[config.mk]
export PLATFORM = sky130hd
export DESIGN_NAME = alu_mul_sequencer
export DESIGN_NICKNAME = d
export VERILOG_FILES = /design/src/rtl/alu_mul_sequencer.sv
export SDC_FILE = /design/constraint.sdc
export NUM_CORES = 1
export LEC_CHECK = 0
export CAP_MARGIN = 20
export CORE_MARGIN = 2
export CORE_UTILIZATION = 49
export CTS_CLUSTER_DIAMETER = 120
export CTS_CLUSTER_SIZE = 24
export DETAILED_ROUTE_END_ITERATION = 12
export PLACE_DENSITY_LB_ADDON = 0.3
export SYNTH_ARGS = -nofsm -noshare
export SYNTH_HDL_FRONTEND = slang
export SYNTH_SLANG_ARGS = --single-unit
[constraint.sdc]
create_clock -name clk -period 5.5 [get_ports clk]
set_clock_uncertainty 0.15 [all_clocks]
set_input_delay 1.1 -clock clk [delete_from_list [all_inputs] [get_ports clk]]
set_output_delay 1.1 -clock clk [all_outputs]
set_load 0.02 [all_outputs]
[src/rtl/alu_mul_sequencer.sv]
// Multi-cycle unsigned shift-and-add multiplier.
// All arithmetic goes through an external shared ALU; this block only sequences it.

`ifndef ADDITION
`define ADDITION 4'd0
`endif
`ifndef SHIFT_LEFT
`define SHIFT_LEFT 4'd5
`endif
`ifndef SHIFT_RIGHT
`define SHIFT_RIGHT 4'd6
`endif

module alu_mul_sequencer #(
    parameter int BITSIZE = 32
) (
    input  logic               clk,
    input  logic               rst_i,
    input  logic               req_valid_i,
    output logic               req_ready_o,
    input  logic [BITSIZE-1:0] a_i,
    input  logic [BITSIZE-1:0] b_i,
    input  logic               abort_i,
    output logic               resp_valid_o,
    input  logic               resp_ready_i,
    output logic [BITSIZE-1:0] result_o,
    output logic               overflow_o,
    output logic [BITSIZE-1:0] alu_a_o,
    output logic [BITSIZE-1:0] alu_b_o,
    output logic [3:0]         alu_op_o,
    input  logic [BITSIZE-1:0] alu_r_i,
    input  logic               alu_ovf_i
);

    localparam logic [2:0] IDLE = 3'd0;
    localparam logic [2:0] ADD  = 3'd1;
    localparam logic [2:0] SHL  = 3'd2;
    localparam logic [2:0] SHR  = 3'd3;
    localparam logic [2:0] DONE = 3'd4;

    logic [2:0]         state;
    logic [BITSIZE-1:0] acc;
    logic [BITSIZE-1:0] mcand;
    logic [BITSIZE-1:0] mplier;
    logic               ovf;

    always_comb begin
        alu_a_o  = '0;
        alu_b_o  = '0;
        alu_op_o = `ADDITION;
        case (state)
            ADD: begin
                alu_a_o  = acc;
                alu_b_o  = mcand;
                alu_op_o = `ADDITION;
            end
            SHL: begin
                alu_a_o  = mcand;
                alu_op_o = `SHIFT_LEFT;
            end
            SHR: begin
                alu_a_o  = mplier;
                alu_op_o = `SHIFT_RIGHT;
            end
            default: ;
        endcase
    end

    assign req_ready_o  = (state == IDLE);
    assign resp_valid_o = (state == DONE);
    assign result_o     = acc;
    assign overflow_o   = ovf;

    always_ff @(posedge clk or posedge rst_i) begin
        if (rst_i) begin
            state  <= IDLE;
            acc    <= '0;
            mcand  <= '0;
            mplier <= '0;
            ovf    <= 1'b0;
        end else if (state != IDLE && abort_i) begin
            state <= IDLE;
        end else begin
            case (state)
                IDLE: begin
                    if (req_valid_i) begin
                        mcand  <= a_i;
                        mplier <= b_i;
                        acc    <= '0;
                        ovf    <= 1'b0;
                        if (b_i == '0)
                            state <= DONE;
                        else if (b_i[0])
                            state <= ADD;
                        else
                            state <= SHL;
                    end
                end
                ADD: begin
                    acc   <= alu_r_i;
                    ovf   <= ovf | alu_ovf_i;
                    state <= SHL;
                end
                SHL: begin
                    mcand <= alu_r_i;
                    // A dropped multiplicand MSB only matters if a higher multiplier bit would still add it.
                    if (mcand[BITSIZE-1] && ((mplier >> 1) != '0))
                        ovf <= 1'b1;
                    state <= (alu_r_i == '0) ? DONE : SHR;
                end
                SHR: begin
                    mplier <= alu_r_i;
                    if (alu_r_i == '0)
                        state <= DONE;
                    else if (alu_r_i[0])
                        state <= ADD;
                    else
                        state <= SHL;
                end
                DONE: begin
                    if (resp_ready_i)
                        state <= IDLE;
                end
                default: state <= IDLE;
            endcase
        end
    end

endmodule

==> metrics.yaml, run 1 <==
status: "finished, final reports clean"
vias_per_cell: 5.76
ys_async_sr_fraction_pct: 100
p_leak_uw: 0.00353
worst_pin_slew_ns: 0.873
slew_headroom_pct: 41.8
holdWs_ns: 0.341
vias: 5338
yosys_warnings: 0
area_growth_pct: 40.6
drtAntennaViolNets: 0
drv_slew: 0
post_cts_buffers: 0
synth_cell_type_count: 36
regArea_um2: 2500
cp_data_required_time_ns: 4.25
synth_cells: 606
crit_path_start: "state[1]"
timing.rr.start: "state[1]"
route.detailed.drc: 0
cts_resized: 0
final_util_pct: 70.6
clk_latency_ns: 0.34
fin_nets: 882
grt-ovfl-total: 0
fin_crit_ns: 4.05
synth_flop_cell: "dfrtp_1"
yosys.area.top_type_share_pct: 43.8
core-area_um2: 11400
grt_pass1_wl_um: 28700
crit_arrival_ns: 2.80
synth_fp_nets: 708
dieArea_um2: 12500
gr-usage-all-layers_pct: 28.8
fillers: 906
die_w_um: 112
syn_avg_cell_area_um2: 9.42
setup_violations: 0
min_path_type: "reg2reg"
postCtsHoldBufs: 0
peakVddDrop_v: 0.000312
ys_ff_latch: 100
cp_max_fo: 32
wire_per_inst_um: 19.7
cp-end-kind: "primary output"
cts_num_sinks: 100
clkTransAtPathRegs_ns: 0.07
finalCritPeriodShare_pct: 73.7
clock_path_buffers: 2
ys_seq_area_share_pct: 43.8
powerDensity_nw_per_um2: 559
gp_congestion: 0.898
hpwl_um: 12800
min-delay-start: "mplier[0]"
design.portCount: 205
htreeDepth: 3
die_y_um: 112
fmax_mhz: 247
path_class: "reg2out"
diodes: 0
synth_top_cell_by_area: "dfrtp_1"
cp-start-kind: "flip-flop"
grt_pass1_vias: 5440
grt_setup_unrepaired: "no"
cts_buffers: 9
first_pass_iters: 5
io_buffers: 203
start_util_pct: 50.2
tns_ns: 0
synth.top_cells.by_area: "dfrtp_1 44%, mux2i_1 17%, a22o_1 4.9%"
num_rows: 39
synthesis.area_um2: 5710
antenna_found_initial: 0
tritoncts: "yes"
multiInputGateArea_um2: 2880
drt_iter0_markers: 381
drive_gt1_share_pct: 4.34
drv_cap: 0
synth_edf_count: 0
hold_viol_final: 0
grt_max_degree: 65
drt-total-wl_um: 18200
cts_root_buffer: "clkbuf_16"
==> cell type report <==
class | instances | area share (%)
inverter | 7 | 0.359
clock buffer | 11 | 3.03
clock inverter | 4 | 0.624
timing repair buffer | 214 | 26.6
tap | 143 | 2.23
sequential | 100 | 31.2
multi-input combinational | 448 | 35.9
==> through the flow <==
step | total power (uW) | worst slack (ns) | std cells | area (um2)
global route | 4740 | 1.31 | 927 | 8020
floorplan | 2880 | 1.63 | 606 | 5710
detailed placement | 3850 | 1.81 | 912 | 7730
finish | 4480 | 1.45 | 927 | 8020
CTS | 4490 | 1.45 | 927 | 8020
global placement | 3760 | 1.62 | 911 | 7700
==> worst paths after layout <==
check | end | slack, ns | cells past startpoint
hold / removal | mplier[0] | 0.34 | 2
min in group asynchronous | mcand[19] | 1.08 | 2
setup / recovery | alu_a_o[3] | 1.45 | 6
setup reg to reg | mcand[16] | 2.34 | 5
max in group asynchronous | result_o[4] | 3.05 | 3
hold reg to reg | mplier[0] | 0.34 | 2
==> per-layer routing <==
| metal | wire, um | track usage (%) | vias to the layer above |
|---|---|---|---|
| met2 | 9190 | 50.5 | 240 |
| met4 | 218 | 7.32 | 0 |
| met1 | 7470 | 36.8 | 2571 |
| met3 | 1360 | 5.72 | 18 |
| met5 | 0 | 0 | - |
| li1 | - | - | 2509 |
==> placed cells by master, fill, tap and decap left out, drive strengths merged, types with 15 or more instances in the layout <==
master         count
and2              34
a21oi             18
nor2              68
nor4              25
clkdlybuf4s50    203
o21ai             66
nand2             70
mux2i             96
a22o              32
dfrtp            100
a31oi             15
==> worst max-delay path, cell delays in order, from the launching register on <==
cell and delay (ns):
dfrtp_2 0.80, buf_4 0.51, mux2i_1 0.24, nor2_1 0.07, a31oi_1 0.15, nor2_1 0.06, clkdlybuf4s50_1 0.58
==> sequential cells by signal, indices dropped and copies added, names as in the netlist <==
signal	flops
mcand	32
mplier	32
result_o	32
state	3
overflow_o	1
==> cells in the mapped netlist (all sizes together), types with 2 or more instances <==
cell type	count
a211oi	2
nand4	4
nor3	2
clkbuf	16
mux2i	96
and2	34
nor4	25
nor3b	3
nor2b	2
inv	7
dfrtp	100
a31oi	15
a22o	32
nand2	70
o21ai	66
buf	35
a21oi	18
nor2	68
==> report_power, final <==
group          internal, uW  switching (uW)  leakage (uW)
Sequential             1080             334       0.00127
Clock                   362             270      0.000138
Combinational          1100            1330       0.00212
Total                  2540            1940       0.00353
==> cell families (layout without fill, tap and decap cells) <==
kind of cell | Yosys count | count (layout) | synth area share [%]
flops | 100 | 100 | 43.8
other cells | 1 | 1 | 0.0657
simple gates | 210 | 210 | 17.4
buf+inv | 58 | 236 | 5.94
mux | 96 | 96 | 16.8
compound gates | 141 | 141 | 15.9
Power figures use the tool's default switching activity.
==> run 2: changes to the inputs <==
- CORE_UTILIZATION: 49 -> 41
- clock period: 5.5 -> 3.61 ns (I/O delays scaled with it)
==> run 2 against run 1 <==
Against the previous run:
- register-to-register slack worse by 1.5 ns
- sequential cell count unchanged
- total power up 53%
==> metrics.yaml, run 2 (synthesis gave the netlist of run 1 again) <==
area_growth_pct: 42.8
drv_cap: 0  # unchanged
vias: 5326  # -0.22%
cp-start-kind: "flip-flop"
regArea_um2: 2500  # unchanged
cp_data_required_time_ns: 2.74  # -1.51 ns
clk_latency_ns: 0.34  # about the same
final_common_cell: "clkdlybuf4s50_1"
tritoncts: "yes"
cts_root_buffer: "clkbuf_16"
clock_path_buffers: 2  # unchanged
cp-end-kind: "primary output"
fillers: 1166  # +29%
dieArea_um2: 14900  # +19%
rrSetupSlack_ns: 0.86  # -1.48 ns
final_cell_mix: "203 x clkdlybuf4s50_1, 98 x dfrtp_1, 96 x mux2i_1"
gr-usage-all-layers_pct: 25.5  # -3.3 points
drtAntennaViolNets: 0  # unchanged
grt_pass1_vias: 5527  # +1.6%
antenna_found_initial: 0  # unchanged
finalCritPeriodShare_pct: 88.4
drt_iter0_markers: 256  # -33%
slew_headroom_pct: 53.9  # +12 points
p_leak_uw: 0.00357  # +1.3%
cts_buffers: 9  # unchanged
start_util_pct: 41.6  # -8.6 points
post_cts_buffers: 0  # unchanged
whs_endpoint: "mcand[18]"
cts_resized: 0  # unchanged
holdWs_ns: 0.352  # +0.0107 ns
grt_max_degree: 65  # unchanged
status: "finished, final reports clean"
min-delay-start: "mcand[18]"
grt_pass1_wl_um: 29300  # +1.8%
peakVddDrop_v: 0.000359  # +15%
hold_viol_final: 0  # unchanged
powerDensity_nw_per_um2: 843  # +51%
design.portCount: 205  # unchanged
fin_nets: 888  # +0.68%
core-area_um2: 13700  # +21%
postCtsHoldBufs: 0  # unchanged
vias_per_cell: 5.49  # -4.6%
setup_slack_ns: 0.420  # -1.03 ns
fin_cells: 970  # +4.6%
multiInputGateArea_um2: 2890  # +0.26%
die_y_um: 122  # +9.0%
fmax_mhz: 313
dpl_worst_slack_ns: 0.762  # -1.05 ns
tns_ns: 0  # unchanged
route.detailed.drc: 0  # unchanged
drive_gt1_share_pct: 5.19  # +0.85 points
diodes: 0  # unchanged
wire_per_inst_um: 19.4  # -1.6%
timing.rr.start: "state[2]"
setup_violations: 0  # unchanged
cts_num_sinks: 100  # unchanged
io_buffers: 203  # unchanged
ff2ff_path_depth: 6  # +1
clkTransAtPathRegs_ns: 0.07  # about the same
min_path_type: "reg2reg"
grt-ovfl-total: 0  # unchanged
drv_slew: 0  # unchanged
path_class: "reg2out"
worst_pin_slew_ns: 0.692  # -0.181 ns
r2r_end: "mcand[29]"
dp_cells: 955  # +4.7%
drt-total-wl_um: 18800  # +3.0%
crit_arrival_ns: 2.32  # -0.48 ns
hpwl_um: 13700  # +7.4%
cp_max_fo: 17  # -47%
fin_crit_ns: 3.19
whs_path_depth: 2  # unchanged
grt_setup_unrepaired: "no"
gp_congestion: 0.884  # -1.5%
die_w_um: 122  # +9.0%
htreeDepth: 3  # unchanged
first_pass_iters: 5  # unchanged
num_rows: 43  # +10%
total_power_uw: 6870  # +53%
==> run 2: cell types whose count changed in the layout (fill, tap and decap cells not counted), sizes merged <==
cell      previous run  this run
buf                 11        17
clkbuf              11        10
clkinv               1         4
clkinvlp             2         1
inv                  7         6
==> run 2: layer usage <==
layer	GRT usage, %	vias up	part of all wire [%]
li1	-	2516	-
met1	32.7	2541	43
met2	42.6	239	47
met3	5.81	30	8.0
met4	8.48	0	2.5
met5	0	-	0
==> run 2: worst max path at each step <==
stage | end | depth (start not counted) | startpoint
finish | alu_a_o[31] | 5 | state[1]
global route | alu_a_o[4] | 6 | state[0]
CTS | alu_a_o[30] | 5 | state[1]
detailed placement | alu_a_o[30] | 5 | state[1]
global placement | alu_a_o[30] | 5 | state[1]
floorplan | mcand[0] | 1 | rst_i
==> run 2: per-stage QoR <==
stage	util [%]	area [um2]
final	59.4	8150
after global routing	59.4	8150
after CTS	59.4	8150
after detailed placement	57.3	7860
after global placement	57.3	7860
after floorplan	-	5710
==> run 2: where the power goes <==
part / total, uW / internal (uW) / switching (uW)
logic: 3770 / 1730 / 2050
registers: 2130 / 1640 / 493
clock network: 961 / 549 / 412
==> run 2: cell type report <==
| class | instances | area share (%) |
|---|---|---|
| clock buffer | 10 | 2.93 |
| clock inverter | 5 | 0.645 |
| inverter | 7 | 0.353 |
| multi-input combinational | 448 | 35.5 |
| sequential | 100 | 30.7 |
| tap | 180 | 2.76 |
| timing repair buffer | 220 | 27.1 |
==> run 2: worst max-delay path, cell delays in order, from the launching register on <==
cell             delay [ns]
dfrtp_2                0.67
nor2b_1                0.19
buf_4                  0.26
a21oi_1                0.11
nor2_1                 0.12
clkdlybuf4s50_1        0.62
==> run 3: changes to the inputs <==
- CORE_UTILIZATION: 41 -> 46
- clock period: 3.61 -> 2.99 ns (I/O delays scaled with it)
==> run 3 against run 2 <==
Against the previous run:
- global-route usage up 3.0 points
- wire length hardly changed
- hold slack worse by 0.012 ns
- cell count decreased by 0.82%
- combinational power increased by 24%
- sequential power grew 20%
- non-clock buffer count rose by 3
- via count up 0.30%
- sequential share of layout area fell by 0.25 points
- critical endpoint is now alu_a_o[26]
- largest power group unchanged
==> metrics.yaml, run 3 (synthesis gave the netlist of run 1 again) <==
dp_cells: 944  # -1.2%
fin_crit_ns: 2.88
cp-start-kind: "flip-flop"
route.detailed.drc: 0  # unchanged
grt-ovfl-total: 0  # unchanged
crit_arrival_ns: 2.14  # -0.18 ns
fillers: 943  # -19%
design.portCount: 205  # unchanged
cp_max_fo: 18  # +1
min_path_type: "reg2reg"
postCtsHoldBufs: 0  # unchanged
die_w_um: 115  # -5.4%
grt_pass1_vias: 5531  # +0.072%
rrSetupSlack_ns: 0.49  # -0.37 ns
p_leak_uw: 0.00370  # +3.5%
first_pass_iters: 4  # -1
path_class: "reg2out"
die_y_um: 115  # -5.4%
cp-end-kind: "primary output"
vias: 5342  # +0.30%
final_cell_mix: "197 x clkdlybuf4s50_1, 97 x dfrtp_1, 96 x mux2i_1"
gp_congestion: 0.860  # -2.7%
wire_per_inst_um: 19.5  # +0.90%
worst_pin_slew_ns: 1.00  # +0.311 ns
io_buffers: 203  # unchanged
cp_data_required_time_ns: 2.24  # -0.50 ns
fmax_mhz: 347
cts_root_buffer: "clkbuf_16"
tns_ns: 0  # unchanged
antenna_found_initial: 0  # unchanged
hold_viol_final: 0  # unchanged
grt_setup_unrepaired: "no"
num_rows: 40  # -7.0%
status: "finished, final reports clean"
final_common_cell: "clkdlybuf4s50_1"
drt_iter0_markers: 327  # +28%
cts_num_sinks: 100  # unchanged
hpwl_um: 13100  # -4.5%
diodes: 0  # unchanged
drv_slew: 0  # unchanged
drtAntennaViolNets: 0  # unchanged
grt_max_degree: 101  # +55%
drv_cap: 0  # unchanged
clock_path_buffers: 2  # unchanged
clkTransAtPathRegs_ns: 0.06  # about the same
cts_buffers: 9  # unchanged
start_util_pct: 47.3  # +5.7 points
multiInputGateArea_um2: 2890  # unchanged
peakVddDrop_v: 0.000495  # +38%
regArea_um2: 2510  # about the same
slew_headroom_pct: 32.9  # -21 points
area_growth_pct: 44.0
drive_gt1_share_pct: 5.54  # +0.35 points
fin_cells: 962  # -0.82%
tritoncts: "yes"
core-area_um2: 12100  # -12%
vias_per_cell: 5.55  # +1.1%
htreeDepth: 3  # unchanged
dieArea_um2: 13300  # -11%
gr-usage-all-layers_pct: 28.5  # +3.0 points
drt-total-wl_um: 18800  # about the same
powerDensity_nw_per_um2: 1030  # +22%
fin_nets: 891  # +0.34%
grt_pass1_wl_um: 29400  # +0.31%
clk_latency_ns: 0.34  # about the same
setup_violations: 0  # unchanged
finalCritPeriodShare_pct: 96.5
-- run 3: layout make-up --
type | count | share of cell area (%)
clock buffers | 11 | 2.83
repair buffers | 223 | 27.6
inverters | 7 | 0.365
multi-input cells | 448 | 35.2
flip-flops and latches | 100 | 30.5
clock inverters | 5 | 1.04
well taps | 168 | 2.56
-- run 3: repair_timing --
item	in CTS	in global routing
buffers inserted	2	0
hold endpoints to repair	0	0
pin swaps	0	0
setup endpoints to repair	48	17
resized for setup	2	10
-- run 3: metrics by stage --
| stage | cell area [um2] | hold WS, ns | setup WS [ns] | total power [uW] | utilization (%) |
|---|---|---|---|---|---|
| finish | 8220 | 0.339 | 0.105 | 8480 | 68.2 |
| global route | 8220 | 0.371 | 0.00162 | 8970 | 68.2 |
| CTS | 8190 | 0.344 | 0.0334 | 8500 | 67.9 |
| detailed placement | 7850 | 0.330 | 0.284 | 7200 | 65.1 |
| global placement | 7850 | 0.312 | 0.319 | 7050 | 65.1 |
| floorplan | 5710 | 0.300 | 0.773 | 5290 | - |
-- run 3: critical path: stages (launching register included) --
cell             delay [ns]
dfrtp_2                0.53
inv_1                  0.11
buf_4                  0.24
nor2_1                 0.14
a21oi_1                0.06
nor2_1                 0.10
clkdlybuf4s50_1        0.62
-- run 3: worst paths after layout --
path	from	end	cells after the start
hold reg to reg	mplier[0]	mplier[0]	2
min in group asynchronous	rst_i	mcand[19]	3
max in group asynchronous	rst_i	state[0]	3
setup reg to reg	state[1]	mcand[13]	6
hold / removal	mplier[0]	mplier[0]	2
setup / recovery	state[0]	alu_a_o[26]	6
-- run 3: routing by layer --
metal  GRT usage (%)  vias up  part of all wire [%]
li1                -     2518                     -
met1            35.6     2588                    42
met2            49.6      214                    49
met3            4.85       22                   7.5
met4            10.3        0                   1.7
met5               0        -                     0
-- run 3: power by group --
part / total (uW) / switching, uW / leakage, uW / internal, uW
Combinational: 4660 / 2540 / 0.00228 / 2130
Clock: 1250 / 515 / 0.000150 / 739
Sequential: 2560 / 579 / 0.00127 / 1980
